`config.mk`:
```
export PLATFORM = sky130hd
export DESIGN_NAME = pipeline_dump_tx
export DESIGN_NICKNAME = d
export VERILOG_FILES = /design/src/rtl/pipeline_dump_tx_pkg.sv /design/src/rtl/pipeline_dump_tx.sv
export SDC_FILE = /design/constraint.sdc
export NUM_CORES = 1
export LEC_CHECK = 0
export ABC_CLOCK_PERIOD_IN_PS = 18750
export BUFFER_PORTS_ARGS = -buffer_cell sky130_fd_sc_hd__buf_2
export CAP_MARGIN = 5
export CORE_UTILIZATION = 37
export DETAILED_ROUTE_END_ITERATION = 8
export PLACE_DENSITY = 0.65
export SLEW_MARGIN = 20
export SYNTH_ARGS = -nofsm -noshare
export SYNTH_HDL_FRONTEND = slang
export SYNTH_SLANG_ARGS = --single-unit
```
`constraint.sdc`:
```
create_clock -name i_clk -period 18.75 [get_ports i_clk]
set_input_delay 3.75 -clock i_clk [delete_from_list [all_inputs] [get_ports i_clk]]
set_output_delay 3.75 -clock i_clk [all_outputs]
set_load 0.05 [all_outputs]
```
`src/rtl/pipeline_dump_tx_pkg.sv`:
```
// Shared debug-frame constants for the pipeline dump transmitter.
package pipeline_dump_tx_pkg;

  localparam logic [7:0]  HEADER     = 8'hA5;
  localparam int unsigned FRAME_LEN  = 50;

  // Frame byte offsets of each field
  localparam int unsigned OFF_PC     = 1;
  localparam int unsigned OFF_IF_ID  = 5;
  localparam int unsigned OFF_ID_EX  = 13;
  localparam int unsigned OFF_EX_MEM = 30;
  localparam int unsigned OFF_MEM_WB = 40;
  localparam int unsigned OFF_CSUM   = 49;

  // Padded field widths in bits, derived from the offsets
  localparam int unsigned PC_W     = (OFF_IF_ID  - OFF_PC)     * 8;
  localparam int unsigned IF_ID_W  = (OFF_ID_EX  - OFF_IF_ID)  * 8;
  localparam int unsigned ID_EX_W  = (OFF_EX_MEM - OFF_ID_EX)  * 8;
  localparam int unsigned EX_MEM_W = (OFF_MEM_WB - OFF_EX_MEM) * 8;
  localparam int unsigned MEM_WB_W = (OFF_CSUM   - OFF_MEM_WB) * 8;

  localparam int unsigned IDX_W = $clog2(FRAME_LEN);

  typedef enum logic [1:0] {
    ST_IDLE = 2'd0,
    ST_SEND = 2'd1,
    ST_DONE = 2'd2
  } state_t;

endpackage

```
`src/rtl/pipeline_dump_tx.sv`:
```
// Snapshots the pipeline latches on request and pushes them as a 50-byte
// checksummed frame into a UART TX FIFO, honouring FIFO-full backpressure.
module pipeline_dump_tx
  import pipeline_dump_tx_pkg::*;
#(
  parameter int unsigned SIZE        = 32,
  parameter int unsigned IF_ID_SIZE  = 64,
  parameter int unsigned ID_EX_SIZE  = 129,
  parameter int unsigned EX_MEM_SIZE = 78,
  parameter int unsigned MEM_WB_SIZE = 72
) (
  input  logic                   i_clk,
  input  logic                   i_rst,
  input  logic                   i_start,
  input  logic [SIZE-1:0]        i_pc,
  input  logic [IF_ID_SIZE-1:0]  i_IF_ID,
  input  logic [ID_EX_SIZE-1:0]  i_ID_EX,
  input  logic [EX_MEM_SIZE-1:0] i_EX_MEM,
  input  logic [MEM_WB_SIZE-1:0] i_MEM_WB,
  input  logic                   i_tx_full,
  output logic                   o_tx_start,
  output logic [7:0]             o_tx_data,
  output logic                   o_busy,
  output logic                   o_done
);

  state_t                r_state;
  state_t                w_next;
  logic [IDX_W-1:0]      r_idx;
  logic [7:0]            r_csum;
  // Byte-addressed by frame index; slot 0 is the header position and stays zero
  logic [OFF_CSUM-1:0][7:0] r_snap;

  logic                  w_push;
  logic                  w_capture;
  logic [7:0]            w_byte;

  logic [PC_W-1:0]       w_pc_pad;
  logic [IF_ID_W-1:0]    w_if_id_pad;
  logic [ID_EX_W-1:0]    w_id_ex_pad;
  logic [EX_MEM_W-1:0]   w_ex_mem_pad;
  logic [MEM_WB_W-1:0]   w_mem_wb_pad;

  assign w_pc_pad     = PC_W'(i_pc);
  assign w_if_id_pad  = IF_ID_W'(i_IF_ID);
  assign w_id_ex_pad  = ID_EX_W'(i_ID_EX);
  assign w_ex_mem_pad = EX_MEM_W'(i_EX_MEM);
  assign w_mem_wb_pad = MEM_WB_W'(i_MEM_WB);

  assign w_capture = (r_state == ST_IDLE) && i_start;

  // State register
  always_ff @(posedge i_clk or posedge i_rst) begin
    if (i_rst) r_state <= ST_IDLE;
    else       r_state <= w_next;
  end

  // Next-state and handshake decode
  always_comb begin
    w_next     = r_state;
    w_push     = 1'b0;
    o_tx_start = 1'b0;
    o_busy     = 1'b0;
    o_done     = 1'b0;
    case (r_state)
      ST_IDLE: begin
        if (i_start) w_next = ST_SEND;
      end
      ST_SEND: begin
        o_busy     = 1'b1;
        w_push     = !i_tx_full;
        o_tx_start = w_push;
        if (w_push && (r_idx == IDX_W'(OFF_CSUM))) w_next = ST_DONE;
      end
      ST_DONE: begin
        o_busy = 1'b1;
        o_done = 1'b1;
        w_next = ST_IDLE;
      end
      default: w_next = ST_IDLE;
    endcase
  end

  // Byte selection: header and checksum are generated, fields come from the snapshot
  always_comb begin
    w_byte = r_snap[r_idx];
    if (r_idx == '0)                      w_byte = HEADER;
    else if (r_idx == IDX_W'(OFF_CSUM))   w_byte = r_csum;
    o_tx_data = (r_state == ST_SEND) ? w_byte : '0;
  end

  // Snapshot capture on an accepted start
  always_ff @(posedge i_clk or posedge i_rst) begin
    if (i_rst) r_snap <= '0;
    else if (w_capture)
      r_snap <= {w_mem_wb_pad, w_ex_mem_pad, w_id_ex_pad, w_if_id_pad, w_pc_pad, 8'h00};
  end

  // Byte index and running checksum advance only on pushed bytes
  always_ff @(posedge i_clk or posedge i_rst) begin
    if (i_rst) begin
      r_idx  <= '0;
      r_csum <= '0;
    end else if (w_capture) begin
      r_idx  <= '0;
      r_csum <= '0;
    end else if (w_push) begin
      r_idx  <= r_idx + 1'b1;
      r_csum <= r_csum ^ w_byte;
    end
  end

endmodule

```
# After elaboration in Yosys (flattened, before gate mapping)

Cells that the tools add are included.

Register bits after elaboration: 391
Latch bits: 0
RAM bits: 0
Memory bits (read-only): 0
Output and inout port bits: 11
Logic and storage cells: 82
Memories kept: 0

Add/sub/neg operators: 1
Multiply operators: 0
Div/mod/pow operators: 0
$lt $le $gt $ge: 1
Equality and inequality tests: 5
Shift-type cells: 0
Mux-type cells: 15
Bitwise gates (word level): 1
Reductions and logical operators: 8

Operator list:

| kind                                                       | count |
|---|---|
| binary-select mux 8 bit (select 6 bit)                     | 1 |
| two-way mux 8 bit                                          | 6 |
| two-way mux 6 bit                                          | 2 |
| bitwise XOR 8 bit                                          | 1 |
| less-than comparator 6 x 7 -> 1 bit, second input constant | 1 |
| adder 6 x 1 -> 6 bit, second input constant                | 1 |
| equality test 6 bit, second input constant                 | 1 |
| logical NOT 6 bit                                          | 1 |
| two-way mux 2 bit                                          | 2 |
| inequality test 2 bit, second input constant               | 2 |
| one-hot mux 2 bit (2 select lines)                         | 1 |
| two-way mux 1 bit                                          | 3 |
| equality test 2 x 1 -> 1 bit, second input constant        | 1 |
| equality test 2 bit, second input constant                 | 1 |
| logical AND 1 bit                                          | 2 |
| logical NOT 2 bit                                          | 1 |
| AND reduction 2 bit                                        | 1 |
| nonzero test 2 bit                                         | 1 |
| OR reduction 2 bit                                         | 1 |
| logical NOT 1 bit                                          | 1 |

# Logic depth before layout (Yosys ltp)

Depth after elaboration: 7
Gate-level depth with buffers: 11
Depth with buffers taken out: 9

# Worst setup path before layout

No wires, ideal clock.

Kind: input to output
Start: input port i_tx_full
End: output port o_tx_start
Arrival time: 4,743 ps
Path slack: 10,257 ps
Stages: 4
Path buffers: 2
Cells stage by stage: nand2b_1 -> clkbuf_1 -> inv_1 -> clkbuf_1

Longest elaborated chain between the ends: 2

RTL lines:

| item              | RTL line               | source |
|---|---|---|
| start, declared   | pipeline_dump_tx.sv:20 | `input logic i_tx_full,` |
| logical NOT 1 bit | pipeline_dump_tx.sv:71 | `w_push = !i_tx_full;` |
| two-way mux 1 bit | pipeline_dump_tx.sv:65 | `case (r_state)` |
| end, declared     | pipeline_dump_tx.sv:21 | `output logic o_tx_start,` |

No other way between the ends.

# Worst setup path after layout

Same ends and word-level chain as after synthesis.

==> impl_results.md <==
- Fin crit period: 8.624 ns
- Power per cell area: 168.4 mW/mm²
- Post-Route WL: 56.46 mm
- RSZ-0062 raised after global routing: false
- Critical Path AT: 4.87 ns
- Asr flop ratio synth: 100.0%
- First-pass GRT wire length: 87.20 mm
- Slew margin rel.: 22.38%
- Vias in the first global route: 15.35k
- Core footprint: 0.04895 mm²
- Mapped Nets: 2,446
- Worst path max stage delay: 0.39 ns
- Total CTS buffers: 45
- DRC: 0
- Largest net degree at the start of global routing: 221
- H-tree Lvls: 2
- CTS root buffer: clkbuf_16
- Most frequent cells in the layout: nand2_1, buf_2, dfrtp_1
- Worst-path clk slew: 0.06 ns
- Avg Synthesized Cell Area: 8.908 µm²
- Row count: 81
- Sequential cell area fraction in the yosys report: 53.32%
- Leakage power: 0.01157 µW
- CTS Buffer Depth: 3
- GRT overflow: 0
- Reg power frac: 40.8%
- Peak supply drop: 0.07468 mV
- Primary FF master, synth: dfrtp_1
- Worst setup path class: input port to primary output
- Netlist cell types: 53
- Switch Pwr: 1401 µW
- IO Pins: 390
- Avg WL per Cell: 18.34 µm
- Final Hold Fails: 0
- Pins Over Slew Limit: 0
- Cell Area, Synth: 0.01835 mm²
- Clk pwr share: 24.2%
- Fmax: 116.0 MHz
- Sink Count: 391
- Required @ worst endpoint: 15.00 ns
- Setup TNS: 0 ns
- Final Skew: 0.01186 ns
- Critical path, cell by cell: buf_2 > nand2b_1 > inv_1 > buf_2
- Clock Latency Late Sink: 0.56 ns
- Initial antenna violation count: 3
- Ys Warns: 0
- Hold Buf Count CTS: 0
- Nets: 2,764
- Share of power burned in combinational logic: 35.0%
- Worst hold path type: flip-flop to flip-flop
- CTS resizes: 0
- Post-route ant nets: 0
- Most common cell after layout, fill and taps aside: nand2_1
- Syn-to-layout area delta: 21.42%
- Full die area: 0.05049 mm²
- Vias: 15.40k
- Worst slew pin tran: 1.164 ns
- IO buf count: 389
- Final HPWL DP: 38.52 mm
- Share of cells above drive strength 1: 23.28%
- Post-synthesis register bit count: 391
- Global placer's final weighted congestion: 0.8529
- Final hold slack: 0.4690 ns
- CP dominant cell by count: buf_2
- Critical Path Fanout Max: 11
- Int Pwr: 2351 µW
- Fin crit share: 46.00%
- Mapped Cells: 2,060
- Setup bufs post-CTS: 0
- DR pass1 iterations: 5
- Worst setup SP type: input port
- Status: completed
- Number of synthesized flops with an enable pin: 0
- Clock tree from TritonCTS: yes
- Worst Setup End Kind: primary output
- First DRT Iteration DRCs: 1,402
- Die width: 224.7 µm
- Final setup fails: 0
- Initial core utilization: 37.49%
- Vias per cell: 5.000
- Sw Share: 37.33%
- Worst path slowest cell: buf_2
- Max_cap viols: 0
- Die Span Y: 224.7 µm
- Global Route Usage Sum: 22.44%
-- critical path, delay by kind of cell --
kind	cells	cell delay [ns]
simple gates	1	0.25
buf+inv	3	0.87
-- layout make-up --
class	count	area, µm²
well taps	664	830.8
multi-input cells	1524	7940
clock inverters	14	137.6
diodes	1	2.502
flip-flops and latches	391	9793
clock buffers	69	1409
inverters	11	48.80
fillers	4774	26670
repair buffers	405	2120
-- per-stage QoR --
| stage | utilization [%] | instance area (µm²) | worst slack [ns] | cells | power [µW] |
|---|---|---|---|---|---|
| CTS | 45.44 | 22240 | 10.16 | 3077 | 3786 |
| finish | 45.52 | 22280 | 10.13 | 3079 | 3751 |
| floorplan | - | 18350 | 4.131 | 2060 | 2451 |
| global placement | 42.28 | 20690 | 10.22 | 2994 | 2804 |
| global route | 45.52 | 22280 | 10.09 | 3079 | 4009 |
| detailed placement | 42.28 | 20690 | 10.17 | 2994 | 2860 |
-- flip-flops by register name, summed over array words and instances, names as in the netlist --
signal,cells
r_csum,8
r_idx,6
r_snap,375
r_state,2
-- cells by family after synthesis --
| family | Yosys count | share of synthesized area (%) |
|---|---|---|
| DFF | 391 | 53.32 |
| and+or+nand+nor | 1256 | 26.64 |
| buffers and inverters | 145 | 3.539 |
| muxes | 136 | 11.30 |
| xor gates and xnor gates | 5 | 0.2387 |
| adders and majority gates | 7 | 0.4772 |
| AOI/OAI and AO/OA | 120 | 4.480 |
-- worst paths after layout --
kind / cells after the start / slack [ns] / from / end
max in group asynchronous: 4 / 13.45 / i_rst / r_snap[209]$_DFFE_PP0P_
min reg2reg: 2 / 0.47 / r_snap[142]$_DFFE_PP0P_ / r_snap[142]$_DFFE_PP0P_
min: 2 / 0.47 / r_snap[142]$_DFFE_PP0P_ / r_snap[142]$_DFFE_PP0P_
min in group asynchronous: 2 / 3.29 / i_rst / r_snap[62]$_DFFE_PP0P_
max reg2reg: 8 / 14.92 / r_idx[0]$_DFFE_PP0P_ / r_csum[5]$_DFFE_PP0P_
max: 4 / 10.13 / i_tx_full / o_tx_start
-- power groups by stage --
stage,Clock [µW],Sequential (µW),Combinational (µW)
after CTS,930,1530,1330
after global placement,0,1510,1290
after global routing,963,1580,1470
final,906,1530,1310
after floorplan,0,1440,1010
after detailed placement,0,1540,1320
-- routing by layer --
metal / global-route usage [%] / up-vias / wire (µm)
li1: - / 7297 / -
met3: 3.579 / 95 / 3016
met1: 31.76 / 7513 / 25800
met4: 7.615 / 4 / 1631
met5: 0 / - / 22
met2: 35.01 / 486 / 25990
-- Yosys cell counts, types with 14 or more instances --
| cell | instances | area share (%) |
|---|---|---|
| nand3_1 | 15 | 0.41 |
| o21ai_0 | 21 | 0.57 |
| a22oi_1 | 14 | 0.57 |
| a21oi_1 | 20 | 0.55 |
| nor2_1 | 23 | 0.47 |
| clkbuf_1 | 94 | 1.9 |
| dfrtp_1 | 391 | 53 |
| mux4_2 | 56 | 6.9 |
| mux2i_1 | 70 | 3.8 |
| nand2_1 | 1159 | 24 |
Power figures use the tool's default switching activity.
